--- src/rtl/uart_tx_arbiter.sv ---
// uart_tx_arbiter: shares one uart_tx between NUM_REQ byte-stream requesters, round-robin per message.
// Optional mid-message gap watchdog is enabled by defining UART_ARB_TIMEOUT_EN.
module uart_tx_arbiter #(
    parameter int NUM_REQ      = 4,
    parameter int MAX_GAP_CLKS = 1024
) (
    input  logic                 clock,
    input  logic                 reset_n,
    input  logic [NUM_REQ-1:0]   req_valid,
    input  logic [8*NUM_REQ-1:0] req_data,
    input  logic [NUM_REQ-1:0]   req_last,
    output logic [NUM_REQ-1:0]   req_ack,
    output logic [NUM_REQ-1:0]   grant,
    output logic                 busy,
    output logic                 timeout_err,
    output logic                 tx_dv,
    output logic [7:0]           tx_data,
    input  logic                 tx_active,
    input  logic                 tx_done
);
    localparam int IDX_W = $clog2(NUM_REQ);
    localparam logic [NUM_REQ-1:0] ONE_HOT0 = {{(NUM_REQ-1){1'b0}}, 1'b1};
    localparam logic [IDX_W-1:0]   LAST_REQ = IDX_W'(NUM_REQ - 1);

    if (NUM_REQ < 2 || NUM_REQ > 8 || MAX_GAP_CLKS < 2) begin : g_param_check
        $error("uart_tx_arbiter: NUM_REQ must be 2..8 and MAX_GAP_CLKS at least 2");
    end

    typedef enum logic [1:0] {
        ST_IDLE = 2'd0,
        ST_LOAD = 2'd1,
        ST_WAIT = 2'd2
    } state_e;

    state_e             state_q;
    logic [NUM_REQ-1:0] grant_q;
    logic [NUM_REQ-1:0] req_ack_q;
    logic [IDX_W-1:0]   gidx_q;
    logic [IDX_W-1:0]   last_idx_q;
    logic               busy_q;
    logic               tx_dv_q;
    logic [7:0]         tx_data_q;
    logic               is_last_q;

    logic [IDX_W-1:0]   win_idx_s;
    logic               win_found_s;
    int                 cand_s;
    logic               owner_valid_s;

`ifdef UART_ARB_TIMEOUT_EN
    localparam int GAP_W = $clog2(MAX_GAP_CLKS) + 1;
    localparam logic [GAP_W-1:0] GAP_LAST = GAP_W'(MAX_GAP_CLKS - 1);
    logic [GAP_W-1:0] gap_q;
    logic             timeout_q;
    assign timeout_err = timeout_q;
`else
    assign timeout_err = 1'b0;
`endif

    assign owner_valid_s = req_valid[gidx_q];

    // Round-robin pick: first valid requester scanning upward from last_idx_q+1 with wrap.
    always_comb begin
        win_found_s = 1'b0;
        win_idx_s   = '0;
        cand_s      = 0;
        for (int k = 1; k <= NUM_REQ; k++) begin
            cand_s = int'(last_idx_q) + k;
            if (cand_s >= NUM_REQ) begin
                cand_s = cand_s - NUM_REQ;
            end else begin
                cand_s = cand_s;
            end
            if (!win_found_s && req_valid[cand_s[IDX_W-1:0]]) begin
                win_found_s = 1'b1;
                win_idx_s   = cand_s[IDX_W-1:0];
            end else begin
                win_found_s = win_found_s;
            end
        end
    end

    // Message FSM with all outputs registered; grant is held until the last byte's tx_done.
    always_ff @(posedge clock or negedge reset_n) begin
        if (!reset_n) begin
            state_q    <= ST_IDLE;
            grant_q    <= '0;
            req_ack_q  <= '0;
            gidx_q     <= '0;
            last_idx_q <= LAST_REQ;
            busy_q     <= 1'b0;
            tx_dv_q    <= 1'b0;
            tx_data_q  <= 8'h00;
            is_last_q  <= 1'b0;
`ifdef UART_ARB_TIMEOUT_EN
            gap_q      <= '0;
            timeout_q  <= 1'b0;
`endif
        end else begin
            req_ack_q <= '0;
            tx_dv_q   <= 1'b0;
`ifdef UART_ARB_TIMEOUT_EN
            timeout_q <= 1'b0;
`endif
            case (state_q)
                ST_IDLE: begin
                    // tx_active may be high after reset if uart_tx was mid-frame; wait it out.
                    if (win_found_s && !tx_active) begin
                        grant_q <= ONE_HOT0 << win_idx_s;
                        gidx_q  <= win_idx_s;
                        busy_q  <= 1'b1;
                        state_q <= ST_LOAD;
`ifdef UART_ARB_TIMEOUT_EN
                        gap_q   <= '0;
`endif
                    end else begin
                        state_q <= ST_IDLE;
                    end
                end
                ST_LOAD: begin
                    if (owner_valid_s && !tx_active) begin
                        tx_dv_q           <= 1'b1;
                        tx_data_q         <= req_data[{gidx_q, 3'b000} +: 8];
                        req_ack_q[gidx_q] <= 1'b1;
                        is_last_q         <= req_last[gidx_q];
                        state_q           <= ST_WAIT;
                    end
`ifdef UART_ARB_TIMEOUT_EN
                    else if (!owner_valid_s) begin
                        if (gap_q == GAP_LAST) begin
                            timeout_q  <= 1'b1;
                            grant_q    <= '0;
                            busy_q     <= 1'b0;
                            last_idx_q <= gidx_q;
                            state_q    <= ST_IDLE;
                        end else begin
                            gap_q <= gap_q + GAP_W'(1);
                        end
                    end
`endif
                    else begin
                        state_q <= ST_LOAD;
                    end
                end
                ST_WAIT: begin
                    if (tx_done) begin
                        if (is_last_q) begin
                            grant_q    <= '0;
                            busy_q     <= 1'b0;
                            last_idx_q <= gidx_q;
                            state_q    <= ST_IDLE;
                        end else begin
                            state_q <= ST_LOAD;
`ifdef UART_ARB_TIMEOUT_EN
                            gap_q   <= '0;
`endif
                        end
                    end else begin
                        state_q <= ST_WAIT;
                    end
                end
                default: begin
                    state_q <= ST_IDLE;
                    grant_q <= '0;
                    busy_q  <= 1'b0;
                end
            endcase
        end
    end

    assign grant   = grant_q;
    assign req_ack = req_ack_q;
    assign busy    = busy_q;
    assign tx_dv   = tx_dv_q;
    assign tx_data = tx_data_q;

endmodule
--- config.mk ---
export PLATFORM = sky130hd
export DESIGN_NAME = uart_tx_arbiter
export DESIGN_NICKNAME = d
export VERILOG_FILES = /design/src/rtl/uart_tx_arbiter.sv
export SDC_FILE = /design/constraint.sdc
export NUM_CORES = 1
export LEC_CHECK = 0
export BUFFER_PORTS_ARGS = -buffer_cell sky130_fd_sc_hd__buf_2
export CORE_ASPECT_RATIO = 1.25
export CORE_MARGIN = 2
export CORE_UTILIZATION = 42
export DETAILED_ROUTE_END_ITERATION = 7
export GPL_TIMING_DRIVEN = 0
export PLACE_DENSITY = 0.8
export SLEW_MARGIN = 20
export SYNTH_ARGS = -nofsm -noshare
export SYNTH_HDL_FRONTEND = slang
export SYNTH_SLANG_ARGS = --single-unit
--- constraint.sdc ---
create_clock -name clock -period 1.75 [get_ports clock]
set_input_delay 0.35 -clock clock [delete_from_list [all_inputs] [get_ports clock]]
set_output_delay 0.35 -clock clock [all_outputs]
set_load 0.1 [all_outputs]
## Word level (Yosys, flattened, before mapping)

Cells that the tools add are included.

- Multipliers: 0
- Div/mod/pow operators: 0
- Muxes and demuxes: 43
- Shifts and indexed selects: 2
- Reductions and logical operators: 15
- Bitwise gates (word level): 1
- Order comparisons: 10
- Add/sub/neg operators: 8
- Eq/ne operators: 5

Operators by type and width:

| kind | count |
|---|---|
| indexed part select 32 x 6 -> 8 bit | 1 |
| 2-to-1 mux 2 bit | 10 |
| 2-to-1 mux 4 bit | 5 |
| 2-to-1 mux 1 bit | 18 |
| less-than comparator 2 x 3 -> 1 bit (second input constant) | 5 |
| binary-select mux 1 bit (select 2 bit) | 6 |
| case mux 4 bit (3 select lines) | 1 |
| >= comparator 3 bit (second input constant) | 3 |
| subtractor 2 x 1 -> 2 bit (second input constant) | 4 |
| adder 2 x 2 -> 3 bit (second input constant) | 2 |
| logical AND 1 bit | 6 |
| != test 2 bit (second input constant) | 3 |
| case mux 2 bit (3 select lines) | 1 |
| adder 2 x 3 -> 4 bit (second input constant) | 1 |
| >= comparator 4 x 3 -> 1 bit (second input constant) | 1 |
| logical NOT 1 bit | 4 |
| AND reduction 2 bit | 2 |
| AND reduction 4 bit | 1 |
| << shifter 1 x 2 -> 4 bit (first input constant) | 1 |
| adder 2 x 1 -> 3 bit (second input constant) | 1 |
| case mux 1 bit (3 select lines) | 1 |
| AND reduction 3 bit | 1 |
| demux 1 bit (select 2 bit) | 1 |
| equality test 2 x 1 -> 1 bit (second input constant) | 1 |
| 4 further kinds | 4 |

- Register bits: 25
- Input bits: 44
- Memories kept: 0
- Memory bits (read-only): 0
- Bits in latches: 0
- Memory bits (writable): 0

## Depth between registers and ports, before layout

- Word-level depth: 18
- Depth in mapped cells: 7

## Least setup slack after synthesis

No wires, ideal clock.

- Path type: flip-flop to flip-flop
- Start point: reg gidx_q[1]
- End point: reg tx_data_q[1], in the netlist tx_data[1]
- Library setup time: 0.126 ns
- Path buffers: 2
- Slack: 0.021 ns
- Cell stages (with the launch flop): 8
- Arrival time: 1.602 ns
- Data required time: 1.624 ns
- Cells stage by stage: dfrtp_1 -> buf_6 -> mux4_2 -> nor2b_4 -> nand3b_4 -> inv_4 -> buf_12 -> mux2_4

- Cells in the longest elaborated chain, start to end: 4

Ends and longest elaborated chain:

| element | RTL line | RTL |
|---|---|---|
| from (decl) | 38 | `logic [IDX_W-1:0] gidx_q;` |
| from (signal assigned) | 110 | `gidx_q <= win_idx_s;` |
| parallel branches: the longest is 4 deep, another holds indexed part select 32 x 6 -> 8 bit | - |  |
| to (signal assigned) | 123 | `tx_data_q <= req_data[{gidx_q, 3'b000} +: 8];` |
| to (decl) | 42 | `logic [7:0] tx_data_q;` |

Parallel ways; which one is timed is not known. The select of a mux whose other input is x is not followed.
A chain may end at the register's enable or synchronous reset.

## Worst setup path in the final report

- Start point: reg gidx_q[1]
- End point: reg tx_data_q[0], in the netlist tx_data[0]

Same word-level chain as after synthesis.

==> results.py <==
metrics = {
    "outcome": {
        "outcome": "finished clean",
    },
    "worst_setup_path": {
        "startpoint": "gidx_q[1]",
        "startpoint_type": "flop",
        "path_class": "flop to flop",
        "critPathCapture": "tx_data[0]",
        "r2r_cells": 6,
        "crit-reg2reg-capture": "tx_data[0]",
        "critPathMaxStageDelay_ns": 0.38,
        "path_max_fanout": 11,
        "regToRegSetupSlack_ns": 0.07,
        "path_cells": "buf_6, mux4_2, nor2b_4, nand3b_4, inv_6, mux2_2",
        "crit_required_ns": 1.91,
        "r2r-start": "gidx_q[1]",
        "worst_setup_path_end_kind": "flop",
        "worstPathArrival_ns": 1.84,
        "slowest_stage": "dfrtp_1",
    },
    "power_and_ir_drop": {
        "power.share.sequential": 0.260,
        "power_frac_comb": 0.651,
        "power.internal_mw": 1.80,
        "switching_share": 0.531,
        "ir_worst_vdd_mv": 1.30,
        "finalPower_mw": 3.83,
        "switchingPower_mw": 2.03,
        "clockPowerShare": 0.089,
        "p_leak_nw": 0.918,
        "powerDensity_nw_per_um2": 2130,
    },
    "routing": {
        "vias_per_cell": 5.37,
        "avgRoutedWirePerCell_microns": 16.0,
        "drc": 0,
        "totalWireLength_microns": 3190,
        "drtAntennaViolNets": 0,
        "first_pass_iters": 4,
        "num_vias": 1069,
        "drt-initial-drc-count": 20,
    },
    "cells_and_area": {
        "final_cell_mix": "buf_2, dfrtp_1, mux2_4, mux4_1, clkbuf_8",
        "num-fill-cells": 281,
        "drive_gt1_frac": 0.574,
        "area_growth_pct": 28.0,
        "antenna_cells": 0,
        "final_common_cell": "buf_2",
        "stdcell_area_sq_um": 1800,
        "nNetsFinal": 207,
        "layoutNonFillerInstCount": 199,
    },
    "floorplanning": {
        "core_area_sq_um": 3220,
        "die_h_microns": 68.8,
        "ios": 63,
        "die_width_microns": 55.8,
        "fp-row-count": 23,
        "start_util": 0.437,
        "dieArea_sq_um": 3840,
    },
    "hold_path": {
        "hold_path.class": "primary input to asynchronous set/reset pin",
    },
    "placement": {
        "place_congestion": 0.739,
        "placed_area_sq_um": 1760,
        "hpwlAfterDp_microns": 2480,
        "io_buffers": 61,
        "dpl.cell_count": 194,
    },
    "timing": {
        "finalSetupViolCount": 0,
        "tightestPinTransition_ns": 0.544,
        "final_hold_viol_count": 0,
        "slew_headroom": 0.635,
        "fin_skew_ns": 0.00191,
        "slew_viol_final": 0,
        "hold_ws_ns": 0.0563,
        "fmax_ghz": 0.596,
        "finalCriticalPeriod_ns": 1.68,
        "rsz0062_at_grt": "no",
        "timing.setup.tns_ns": 0,
        "fin_crit_sh": 0.959,
    },
    "logic_synthesis": {
        "syn_nets": 140,
        "synth_enable_flop_cells": 0,
        "synth_seq_cells": 25,
        "ys_warn_count": 0,
        "netlist_area_sq_um": 1410,
        "synthArstFlopShare": 1.00,
        "ys_seq_area_frac": 0.445,
        "ys.flop_type": "dfrtp_1",
        "synth_cell_types": 34,
        "syn_area_per_cell_sq_um": 14.7,
        "syn-instance-count": 96,
    },
    "clocking": {
        "clock_sinks": 25,
        "cts-root-buf": "clkbuf_8",
        "hold_buffers": 0,
        "clk_latency_ns": 0.27,
        "htree_levels": 1,
        "clockBufferDepth": 2,
        "cts_tree": "built",
        "cts_inserted_buffers": 3,
        "clkTransAtPathRegs_ns": 0.08,
    },
    "job": {
        "timing.max_cap.violations": 0,
    },
    "global_route": {
        "grt.overflow.total": 0,
        "grt_max_degree": 26,
        "antenna_found_initial": 0,
        "grt_first_pass_wirelength_microns": 5110,
        "grt_pass1_vias": 1070,
        "grt_util_all_layers": 0.176,
    },
}
==> layout make-up <==
cell class | instances | area, sq um | share of cell area
repair buffers | 63 | 320 | 0.178
flip-flops and latches | 25 | 628 | 0.348
plain buffers | 5 | 60.1 | 0.0333
well taps | 37 | 46.3 | 0.0257
clock buffers | 4 | 45.0 | 0.0250
multi-input cells | 62 | 688 | 0.381
inverters | 3 | 16.3 | 0.00902
==> critical path, delay by kind of cell, from the launching register on <==
family	cells	cell delay, ns
multiplexers	2	0.65
flip-flops	1	0.38
AND/OR/NAND/NOR	2	0.27
buffers and inverters	2	0.26
==> sequential cells by signal, indices dropped and copies added, names as in the netlist <==
signal and flops:
tx_dv 1, state_q 2, req_ack 4, grant 4, is_last_q 1, tx_data 8
gidx_q 2, busy 1, last_idx_q 2
==> cells by family (layout without fill, tap and decap cells) <==
logic type | count (synthesis) | in the layout | synth area share
flops | 25 | 25 | 0.445
simple gates | 25 | 25 | 0.114
mux | 21 | 21 | 0.287
compound gates | 15 | 15 | 0.0834
buf+inv | 9 | 75 | 0.0666
other cells | 1 | 1 | 0.00266
==> cells in the mapped netlist, types with 2 or more instances <==
cell type / n / area [sq um]
o21ai_0: 4 / 20.0
nand2_1: 5 / 18.8
clkbuf_8: 3 / 41.3
mux2_2: 3 / 33.8
nor2_1: 3 / 11.3
and2_1: 2 / 12.5
mux4_2: 3 / 67.6
nor3_1: 2 / 10.0
mux2_4: 8 / 120
dfstp_2: 2 / 52.6
inv_1: 2 / 7.51
dfrtp_1: 23 / 576
nand2b_1: 3 / 18.8
mux4_1: 7 / 184
nor2b_1: 2 / 12.5
a22o_1: 4 / 35.0
nor3b_1: 3 / 22.5
==> metrics by stage <==
step / setup WS [ns] / util
5_1_grt: 0.0154 / 0.560
3_5_place_dp: -0.0565 / 0.547
4_1_cts: 0.0418 / 0.559
6_report: 0.0725 / 0.560
2_1_floorplan: 0.0212 / -
3_3_place_gp: -0.0370 / 0.547
==> how the worst min path moves through the flow <==
stage                     startpoint  endpoint  cells past startpoint
after detailed placement     reset_n      busy                      1
after global placement       reset_n      busy                      1
after floorplan              reset_n      busy                      0
final                        reset_n      busy                      1
after CTS                    reset_n  grant[0]                      1
after global routing         reset_n  grant[0]                      1
==> power groups by stage <==
stage	Sequential, mW	Combinational [mW]	Clock [mW]
final	0.996	2.50	0.340
after global routing	1.03	2.61	0.377
after CTS	0.995	2.51	0.348
after detailed placement	1.00	2.50	0
after global placement	0.989	2.45	0
after floorplan	2.12	0.962	0
==> layer usage <==
metal	GRT usage	share of wire	wire (microns)
met5	0	0	0
met4	0.0685	0.014	44
met3	0.0280	0.040	128
met2	0.341	0.58	1850
met1	0.197	0.37	1170
==> what timing repair did <==
item	in CTS	in global routing
pin swaps	0	0
setup endpoints to repair	8	1
hold endpoints to repair	0	0
setup buffers	2	0
resized for setup	0	1
No activity file was read; power rests on OpenSTA's default activity.
